==> config.mk <==
export PLATFORM = sky130hd
export DESIGN_NAME = clk_period_meter
export DESIGN_NICKNAME = d
export VERILOG_FILES = /design/src/rtl/clk_period_meter.sv
export SDC_FILE = /design/constraint.sdc
export NUM_CORES = 1
export LEC_CHECK = 0
export CAP_MARGIN = 30
export CORE_UTILIZATION = 40
export CTS_CLUSTER_DIAMETER = 150
export DETAILED_ROUTE_END_ITERATION = 6
export PLACE_DENSITY = 0.56
export SYNTH_ARGS = -nofsm -noshare
export SYNTH_HDL_FRONTEND = slang
export SYNTH_SLANG_ARGS = --single-unit
==> constraint.sdc <==
create_clock -name clk -period 3.9 [get_ports clk]
set_clock_uncertainty 0.05 [all_clocks]
set_input_delay 0.585 -clock clk [delete_from_list [all_inputs] [get_ports clk]]
set_output_delay 0.585 -clock clk [all_outputs]
set_load 0.05 [all_outputs]
==> src/rtl/clk_period_meter.sv <==
// -----------------------------------------------------------------------------
// clk_period_meter
//
// Measures the period and high time of a slow square wave that is
// asynchronous to the system clock. Both are counted in clk cycles between
// successive rising edges. The block also recovers the power-of-two divide
// exponent that would have produced the wave.
//
// Parameters
//   SYNC_STAGES     synchronizer depth for sig_in (>= 2)
//   TIMEOUT_CYCLES  cycles without a rising edge before loss of signal
//                   (4 .. 2^32-1)
//
// Ports
//   clk        in   system clock, the only clock
//   resetn     in   asynchronous active-low reset
//   sig_in     in   measured signal, asynchronous to clk
//   period     out  clk cycles between the last two rising edges
//   high_time  out  clk cycles sig_in was high within that period
//   n_est      out  max(msb_index(period) - 1, 0)
//   pow2       out  period is an exact power of two
//   valid      out  one-cycle pulse when the measurement outputs update
//   locked     out  a measurement completed since reset or timeout
//   timeout    out  sticky loss-of-signal flag
// -----------------------------------------------------------------------------
module clk_period_meter #(
  parameter int unsigned SYNC_STAGES    = 2,
  parameter logic [31:0] TIMEOUT_CYCLES = 32'd100_000_000
) (
  input  logic        clk,
  input  logic        resetn,
  input  logic        sig_in,
  output logic [31:0] period,
  output logic [31:0] high_time,
  output logic [4:0]  n_est,
  output logic        pow2,
  output logic        valid,
  output logic        locked,
  output logic        timeout
);

  localparam int unsigned DATA_W = 32;

  typedef enum logic [1:0] {
    S_ARM       = 2'd0,
    S_WAIT_EDGE = 2'd1,
    S_MEASURE   = 2'd2
  } state_t;

  // ---------------------------------------------------------------------------
  // Helper functions
  // ---------------------------------------------------------------------------

  // Divide exponent: max(msb_index(v) - 1, 0). Values below 4 give 0.
  function automatic logic [4:0] f_n_est(input logic [DATA_W-1:0] v);
    logic [4:0] msb;
    msb = 5'd0;
    for (int i = 0; i < DATA_W; i++) begin
      if (v[i]) msb = i[4:0];
    end
    if (msb < 5'd2) return 5'd0;
    return msb - 5'd1;
  endfunction

  // Exact power of two (zero is not a power of two).
  function automatic logic f_pow2(input logic [DATA_W-1:0] v);
    return (v != '0) && ((v & (v - 1'b1)) == '0);
  endfunction

  // ---------------------------------------------------------------------------
  // Stage p0: input synchronizer and edge detect
  // ---------------------------------------------------------------------------
  logic [SYNC_STAGES-1:0] r_sync;
  logic [SYNC_STAGES-1:0] r_fill;
  logic                   r_sig_d;
  logic                   w_sig_s;
  logic                   w_rise;
  logic                   w_primed;

  always_ff @(posedge clk or negedge resetn) begin
    if (!resetn) begin
      r_sync  <= '0;
      r_fill  <= '0;
      r_sig_d <= 1'b0;
    end else begin
      r_sync  <= {r_sync[SYNC_STAGES-2:0], sig_in};
      r_fill  <= {r_fill[SYNC_STAGES-2:0], 1'b1};
      r_sig_d <= r_sync[SYNC_STAGES-1];
    end
  end

  assign w_sig_s = r_sync[SYNC_STAGES-1];
  assign w_rise  = w_sig_s & ~r_sig_d;

  // The zeros loaded into the synchronizer by reset are not an observation of
  // sig_in. ARM only trusts a low sig_s once real samples have reached the end
  // of the chain. Otherwise an input held high through reset release would
  // look like a low level followed by a rising edge.
  assign w_primed = r_fill[SYNC_STAGES-1];

  // ---------------------------------------------------------------------------
  // Stage p1: counters, FSM and registered measurement outputs
  // ---------------------------------------------------------------------------
  state_t              r_state;
  logic [DATA_W-1:0]   r_cnt;
  logic [DATA_W-1:0]   r_hcnt;
  logic                w_at_limit;

  // A rise in the same cycle as the limit wins, so this is only acted on
  // when there is no rise.
  assign w_at_limit = (r_cnt == TIMEOUT_CYCLES);

  always_ff @(posedge clk or negedge resetn) begin
    if (!resetn) begin
      r_state   <= S_ARM;
      r_cnt     <= '0;
      r_hcnt    <= '0;
      period    <= '0;
      high_time <= '0;
      n_est     <= '0;
      pow2      <= 1'b0;
      valid     <= 1'b0;
      locked    <= 1'b0;
      timeout   <= 1'b0;
    end else begin
      valid <= 1'b0;
      case (r_state)
        S_ARM: begin
          // The counters are held at zero so WAIT_EDGE starts its timeout
          // count from a cleared cnt.
          r_cnt  <= '0;
          r_hcnt <= '0;
          if (w_primed && !w_sig_s) begin
            r_state <= S_WAIT_EDGE;
          end
        end

        S_WAIT_EDGE: begin
          if (w_rise) begin
            r_cnt   <= 32'd1;
            r_hcnt  <= 32'd1;
            r_state <= S_MEASURE;
          end else if (w_at_limit) begin
            timeout   <= 1'b1;
            locked    <= 1'b0;
            period    <= '0;
            high_time <= '0;
            n_est     <= '0;
            pow2      <= 1'b0;
            r_state   <= S_ARM;
          end else begin
            r_cnt <= r_cnt + 32'd1;
          end
        end

        S_MEASURE: begin
          if (w_rise) begin
            // The rise cycle is counted as the first cycle of the next
            // period, so cnt already holds the full period here.
            period    <= r_cnt;
            high_time <= r_hcnt;
            n_est     <= f_n_est(r_cnt);
            pow2      <= f_pow2(r_cnt);
            valid     <= 1'b1;
            locked    <= 1'b1;
            timeout   <= 1'b0;
            r_cnt     <= 32'd1;
            r_hcnt    <= 32'd1;
          end else if (w_at_limit) begin
            timeout   <= 1'b1;
            locked    <= 1'b0;
            period    <= '0;
            high_time <= '0;
            n_est     <= '0;
            pow2      <= 1'b0;
            r_state   <= S_ARM;
          end else begin
            r_cnt  <= r_cnt + 32'd1;
            r_hcnt <= r_hcnt + {{(DATA_W-1){1'b0}}, w_sig_s};
          end
        end

        default: begin
          r_state <= S_ARM;
        end
      endcase
    end
  end

endmodule

==> flow_metrics.py, run 1 <==
metrics = {
    "run_status": {
        "status": "finished with violations",
        "violations": "design-rule violations",
    },
    "routing": {
        "viasPerCell": 5.81,
        "wire_per_inst_um": 18.7,
        "wl_mm": 20.3,
        "vias": 6319,
        "drt_iter0_drc": 596,
        "drtPass1Iterations": 7,
        "drc": 6,
        "drtAntennaViolNets": 0,
    },
    "logic_synthesis": {
        "synth-seq-area-share_pct": 47.8,
        "synth_top_area_cell": "dfrtp_1",
        "synth_cells": 797,
        "synthFlopType": "dfrtp_1",
        "yosysUniqueCellTypes": 53,
        "ys_warn_count": 0,
        "synth-edff-count": 0,
        "syn_area_mm2": 0.00753,
        "ys_top_cells_by_count": "dfrtp_1, o21ai_0, nor2_1",
        "synth_seq_cells": 144,
        "postSynthAreaPerCell_um2": 9.45,
        "synth_top_area_share_pct": 47.8,
        "synthTopCellsByArea": "dfrtp_1, o2bb2ai_1, o21ai_0, nor2_1, xor2_1",
        "synth_nets": 809,
        "yosysMostFrequentCell": "dfrtp_1",
        "async_flop_share_pct": 100,
    },
    "setup_path": {
        "path_depth": 9,
        "crit_path_end_kind": "flip-flop",
        "startpoint_type": "flip-flop",
        "cp_cell_sequence": "nor4_2 -> nand3_1 -> nor3_4 -> nor2_1 -> a21oi_2 -> o21ai_4 -> buf_16 -> buf_4 -> a22o_1",
        "slowest_stage": "nor4_2",
        "crit_type": "reg2reg",
        "path_delay_family": "simple AND/OR/NAND/NOR gates",
        "cp_max_fo": 28,
        "crit_buf_inv": 2,
        "slowest_delay_ns": 0.66,
        "cp.required_ns": 4.16,
        "r2r_setup_slack_ns": 0.57,
        "worstReg2RegStart": "r_cnt[29]",
        "ff2ff_path_depth": 9,
        "r2r-end": "n_est[4]",
        "crit_arrival_ns": 3.59,
    },
    "sta": {
        "fin_crit_ns": 3.33,
        "final.setup.tns_ns": 0,
        "finalMaxSlewViolations": 0,
        "period_share_pct": 85.3,
        "slew_headroom_pct": 44.3,
        "fmax_mhz": 300,
        "worstMarginPinSlew_ns": 0.830,
        "timing_hold_violations_final": 0,
        "finalSetupViolCount": 0,
        "rsz0062_at_grt": "false",
    },
    "clock_network": {
        "ctsResizeCount": 0,
        "cts-root-buf": "clkbuf_16",
        "path_clk_slew_ns": 0.06,
        "ctsHoldBuffers": 0,
        "cts_tree": "done",
        "clk_latency_ns": 0.43,
        "ctsHtreeMaxLevel": 4,
        "cts_setup_buffers": 0,
        "cts_buffer_depth": 2,
        "cts_buffers": 17,
        "cts_sinks": 144,
    },
    "power_and_ir_drop": {
        "p_leak_nw": 3.70,
        "power_density_mw_per_mm2": 485,
        "vdd.ir_drop.worst_mv": 0.317,
    },
    "placement": {
        "dp_cells": 1053,
        "gp_congestion": 0.904,
        "dpl.hpwl_mm": 13.6,
        "port_buffers": 75,
        "placed_cell_area_mm2": 0.00845,
    },
    "hold_path": {
        "min_to": "r_sync[1]",
        "worstHoldStart": "r_sync[0]",
        "min_path_cells": 0,
        "hp-class": "reg2reg",
    },
    "global_routing": {
        "grt_usage_pct": 22.0,
        "grt_pass1_wl_mm": 33.7,
        "grt_max_degree": 105,
        "grt_pass1_vias": 6075,
        "grt_overflow": 0,
        "grt_antenna_before_repair": 0,
    },
    "floorplan": {
        "die_h_um": 139,
        "initial_core_util_pct": 41.4,
        "num_rows": 49,
        "fp.coreArea_mm2": 0.0182,
        "dieArea_mm2": 0.0194,
        "chipWidth_um": 139,
        "boundaryPins": 76,
    },
    "layout": {
        "nets": 857,
        "drive_gt1_share_pct": 7.46,
        "syn2layout_area_growth_pct": 20.7,
        "num_antenna_cells": 0,
        "fin_area_mm2": 0.00910,
        "stdcell_count": 1087,
    },
    "job": {
        "drv_cap": 0,
    },
}
[final cells by class]
type	instances	area, um2
fillers	1661	9110
flip-flops and latches	144	3600
multi-input cells	565	3560
repair buffers	93	950
clock buffers	20	467
well taps	229	287
clock inverters	12	145
inverters	24	90.1
[power breakdown]
| part | total [mW] | switching, mW | internal (mW) |
|---|---|---|---|
| sequential | 1.59 | 0.0480 | 1.54 |
| combinational | 1.13 | 0.825 | 0.304 |
| clock | 1.69 | 0.685 | 1.01 |
| total | 4.41 | 1.56 | 2.85 |
[metrics by stage]
step / setup slack, ns / hold WS (ns) / util, % / total power [mW]
finish: 0.572 / 0.302 / 50.0 / 4.41
global route: 0.393 / 0.310 / 50.0 / 4.63
CTS: 0.670 / 0.271 / 49.8 / 4.45
detailed placement: 0.726 / 0.286 / 46.4 / 2.74
global placement: 0.709 / 0.282 / 46.2 / 2.67
floorplan: 1.59 / 0.239 / - / 2.40
[placed cells by master (no fill, tap or decap), types with 6 or more instances in the layout]
cell             Yosys  final
nand2_1             46     45
ha_1                 9      9
o2bb2ai_1           65     65
nor2_1              77     77
xnor2_1             17     17
dfrtp_1            144    144
or3_1               12     12
a21oi_1             29     29
nand3_1             31     31
nand2b_1             6      6
clkbuf_16            0     17
xor2_1              31     31
nor3_1              15     15
clkdlybuf4s50_1      0     74
and3_1              12     12
nor4_1               9      9
o31ai_1              6      6
inv_1               24     24
and4_1               8      8
o21ai_0             93     93
nand4_1             26     26
buf_4                0     13
nor2b_1              7      7
inv_6                0      6
a22o_1               6      6
[cell families after synthesis]
group / after synthesis / synth area share, %
adders and majority gates: 9 / 1.49
DFF: 144 / 47.8
and+or+nand+nor: 270 / 18.8
xor gates and xnor gates: 48 / 5.58
buffers and inverters: 88 / 5.16
other: 1 / 0.0498
AOI/OAI and AO/OA: 237 / 21.1
[how the worst max path moves through the flow]
stage | end | startpoint
after global routing | n_est[1] | r_cnt[29]
after global placement | n_est[1] | r_cnt[29]
after detailed placement | n_est[1] | r_cnt[29]
after floorplan | period[13] | r_cnt[0]
final | n_est[4] | r_cnt[29]
after CTS | n_est[4] | r_cnt[29]
[flip-flops by register name (all words and copies together) (netlist names)]
name and flops:
r_hcnt 32, locked 1, period 32, timeout 1, n_est 5, r_state 2
r_fill 2, r_cnt 32, pow2 1, valid 1, r_sync 2, r_sig_d 1
high_time 32
[per-layer routing]
metal | vias to the layer above | GRT usage, % | wire (um) | part of all wire, %
met5 | - | 0 | 0 | 0
met4 | 0 | 6.90 | 290 | 1.4
met3 | 21 | 3.72 | 880 | 4.3
met2 | 169 | 32.0 | 9010 | 44
met1 | 3127 | 33.0 | 10200 | 50
li1 | 3002 | - | - | -
Power figures use the tool's default switching activity.
==> run 2, diff against run 1 <==
--- a/config.mk
+++ b/config.mk
@@ -6,10 +6,12 @@
 export NUM_CORES = 1
 export LEC_CHECK = 0
 export CAP_MARGIN = 30
-export CORE_UTILIZATION = 40
+export CELL_PAD_IN_SITES_DETAIL_PLACEMENT = 2
+export CELL_PAD_IN_SITES_GLOBAL_PLACEMENT = 2
+export CORE_UTILIZATION = 39
 export CTS_CLUSTER_DIAMETER = 150
 export DETAILED_ROUTE_END_ITERATION = 6
-export PLACE_DENSITY = 0.56
+export PLACE_DENSITY = 0.82
 export SYNTH_ARGS = -nofsm -noshare
 export SYNTH_HDL_FRONTEND = slang
 export SYNTH_SLANG_ARGS = --single-unit
==> flow_metrics.py, run 2 (same netlist as run 1, synthesis figures left out) <==
metrics = {
    "run_status": {
        "status": "completed",
    },
    "clock_network": {
        "ctsHtreeMaxLevel": 4,
        "cts_setup_buffers": 0,
        "cts_tree": "done",
        "ctsResizeCount": 0,
        "cts_buffer_depth": 2,
        "cts_buffers": 17,
        "ctsHoldBuffers": 0,
        "path_clk_slew_ns": 0.06,
        "cts-root-buf": "clkbuf_16",
        "clk_latency_ns": 0.44,
        "cts_sinks": 144,
    },
    "layout": {
        "final_cell_mix": "dfrtp_1, o21ai_0, nor2_1",
        "fin_util_pct": 48.0,
        "nets": 849,
        "num_antenna_cells": 0,
        "layout_commonest_cell": "dfrtp_1",
        "drive_gt1_share_pct": 6.48,
        "syn2layout_area_growth_pct": 20.0,
    },
    "placement": {
        "gp_congestion": 0.851,
        "dpl.hpwl_mm": 16.1,
        "port_buffers": 75,
    },
    "power_and_ir_drop": {
        "power_density_mw_per_mm2": 501,
        "vdd.ir_drop.worst_mv": 0.413,
        "p_leak_nw": 3.65,
    },
    "routing": {
        "viasPerCell": 5.96,
        "drtPass1Iterations": 4,
        "vias": 6609,
        "drt_iter0_drc": 333,
        "wl_mm": 25.1,
        "wire_per_inst_um": 22.6,
        "drtAntennaViolNets": 0,
        "drc": 0,
    },
    "setup_path": {
        "crit_buf_inv": 2,
        "crit_type": "reg2reg",
        "startpoint_type": "flip-flop",
        "crit_arrival_ns": 3.51,
        "slowest_delay_ns": 0.47,
        "path_delay_family": "simple AND/OR/NAND/NOR gates",
        "crit_path_end_kind": "flip-flop",
        "cp_cell_sequence": "inv_1 -> ha_1 -> nor3b_1 -> nand3_2 -> nor3_4 -> nor2_1 -> a21oi_2 -> o21ai_4 -> buf_4 -> o2bb2ai_1",
        "cp.required_ns": 4.14,
        "slowest_stage": "dfrtp_1",
        "cp_max_fo": 37,
    },
    "sta": {
        "finalMaxSlewViolations": 0,
        "fmax_mhz": 306,
        "slew_headroom_pct": 38.4,
        "finalSetupViolCount": 0,
        "rsz0062_at_grt": "false",
        "worstMarginPinSlew_ns": 0.920,
        "final.setup.tns_ns": 0,
        "timing_hold_violations_final": 0,
        "period_share_pct": 83.8,
        "fin_crit_ns": 3.27,
    },
    "floorplan": {
        "die_h_um": 141,
        "initial_core_util_pct": 40.0,
        "fp.coreArea_mm2": 0.0188,
        "dieArea_mm2": 0.0199,
        "num_rows": 50,
        "chipWidth_um": 141,
        "boundaryPins": 76,
    },
    "global_routing": {
        "grt_pass1_vias": 7297,
        "grt_usage_pct": 26.8,
        "grt_antenna_before_repair": 0,
        "grt_pass1_wl_mm": 41.4,
        "grt_max_degree": 67,
        "grt_overflow": 0,
    },
    "job": {
        "drv_cap": 0,
    },
    "hold_path": {
        "hp-class": "in2async",
    },
}
-- run 2: changes by cell type in the layout (fill, tap and decap cells not counted), sizes merged --
cell / delta
dlygate4sd3: -1
clkbuf: -1
buf: -7
bufinv: +2
inv: -3
clkinv: +1
-- run 2: worst paths after layout --
path                                 to  slack [ns]  depth (start not counted)       from
max reg2reg                high_time[4]        0.63                         10   r_cnt[0]
max in group asynchronous      r_cnt[0]        2.93                          2     resetn
min in group clk              r_sync[1]        0.30                          0  r_sync[0]
min                           r_cnt[16]        0.07                          1     resetn
max                        high_time[4]        0.63                         10   r_cnt[0]
min reg2reg                   r_sync[1]        0.30                          0  r_sync[0]
-- run 2: worst register-to-register path: cells and delay by family (launching register included) --
family	cells	cell delay, ns
and+or+nand+nor	4	1.18
AOI/OAI and AO/OA	3	0.71
buffers and inverters	2	0.55
DFF	1	0.47
adders and majority gates	1	0.17
-- run 2: routing by layer --
| metal | GRT usage (%) | share of wire [%] |
|---|---|---|
| met5 | 0 | 0 |
| met1 | 36.0 | 46 |
| met3 | 4.25 | 4.1 |
| met2 | 44.4 | 49 |
| met4 | 8.70 | 1.5 |
-- run 2: cell type report --
type / count / area (um2)
Fill cell: 1955 / 9790
Sequential cell: 144 / 3600
Multi-Input combinational cell: 565 / 3560
Timing Repair Buffer: 85 / 840
Clock buffer: 19 / 443
Tap cell: 260 / 325
Clock inverter: 12 / 183
Inverter: 24 / 90.1
-- run 2: where the power goes --
part	total (mW)	internal, mW	switching, mW
Combinational	1.16	0.277	0.882
Clock	1.77	1.09	0.683
Sequential	1.60	1.54	0.0590
-- run 2: through the flow --
step | worst slack [ns] | hold slack, ns | power, mW | cells | cell area (um2)
6_report | 0.631 | 0.0654 | 4.53 | 1109 | 9040
5_1_grt | 0.480 | 0.102 | 4.73 | 1109 | 9040
4_1_cts | 0.607 | 0.0774 | 4.57 | 1109 | 9040
3_5_place_dp | 0.683 | 0.290 | 2.77 | 1078 | 8410
3_3_place_gp | 0.915 | 0.282 | 2.72 | 1078 | 8410
2_1_floorplan | 1.59 | 0.239 | 2.40 | 797 | 7530
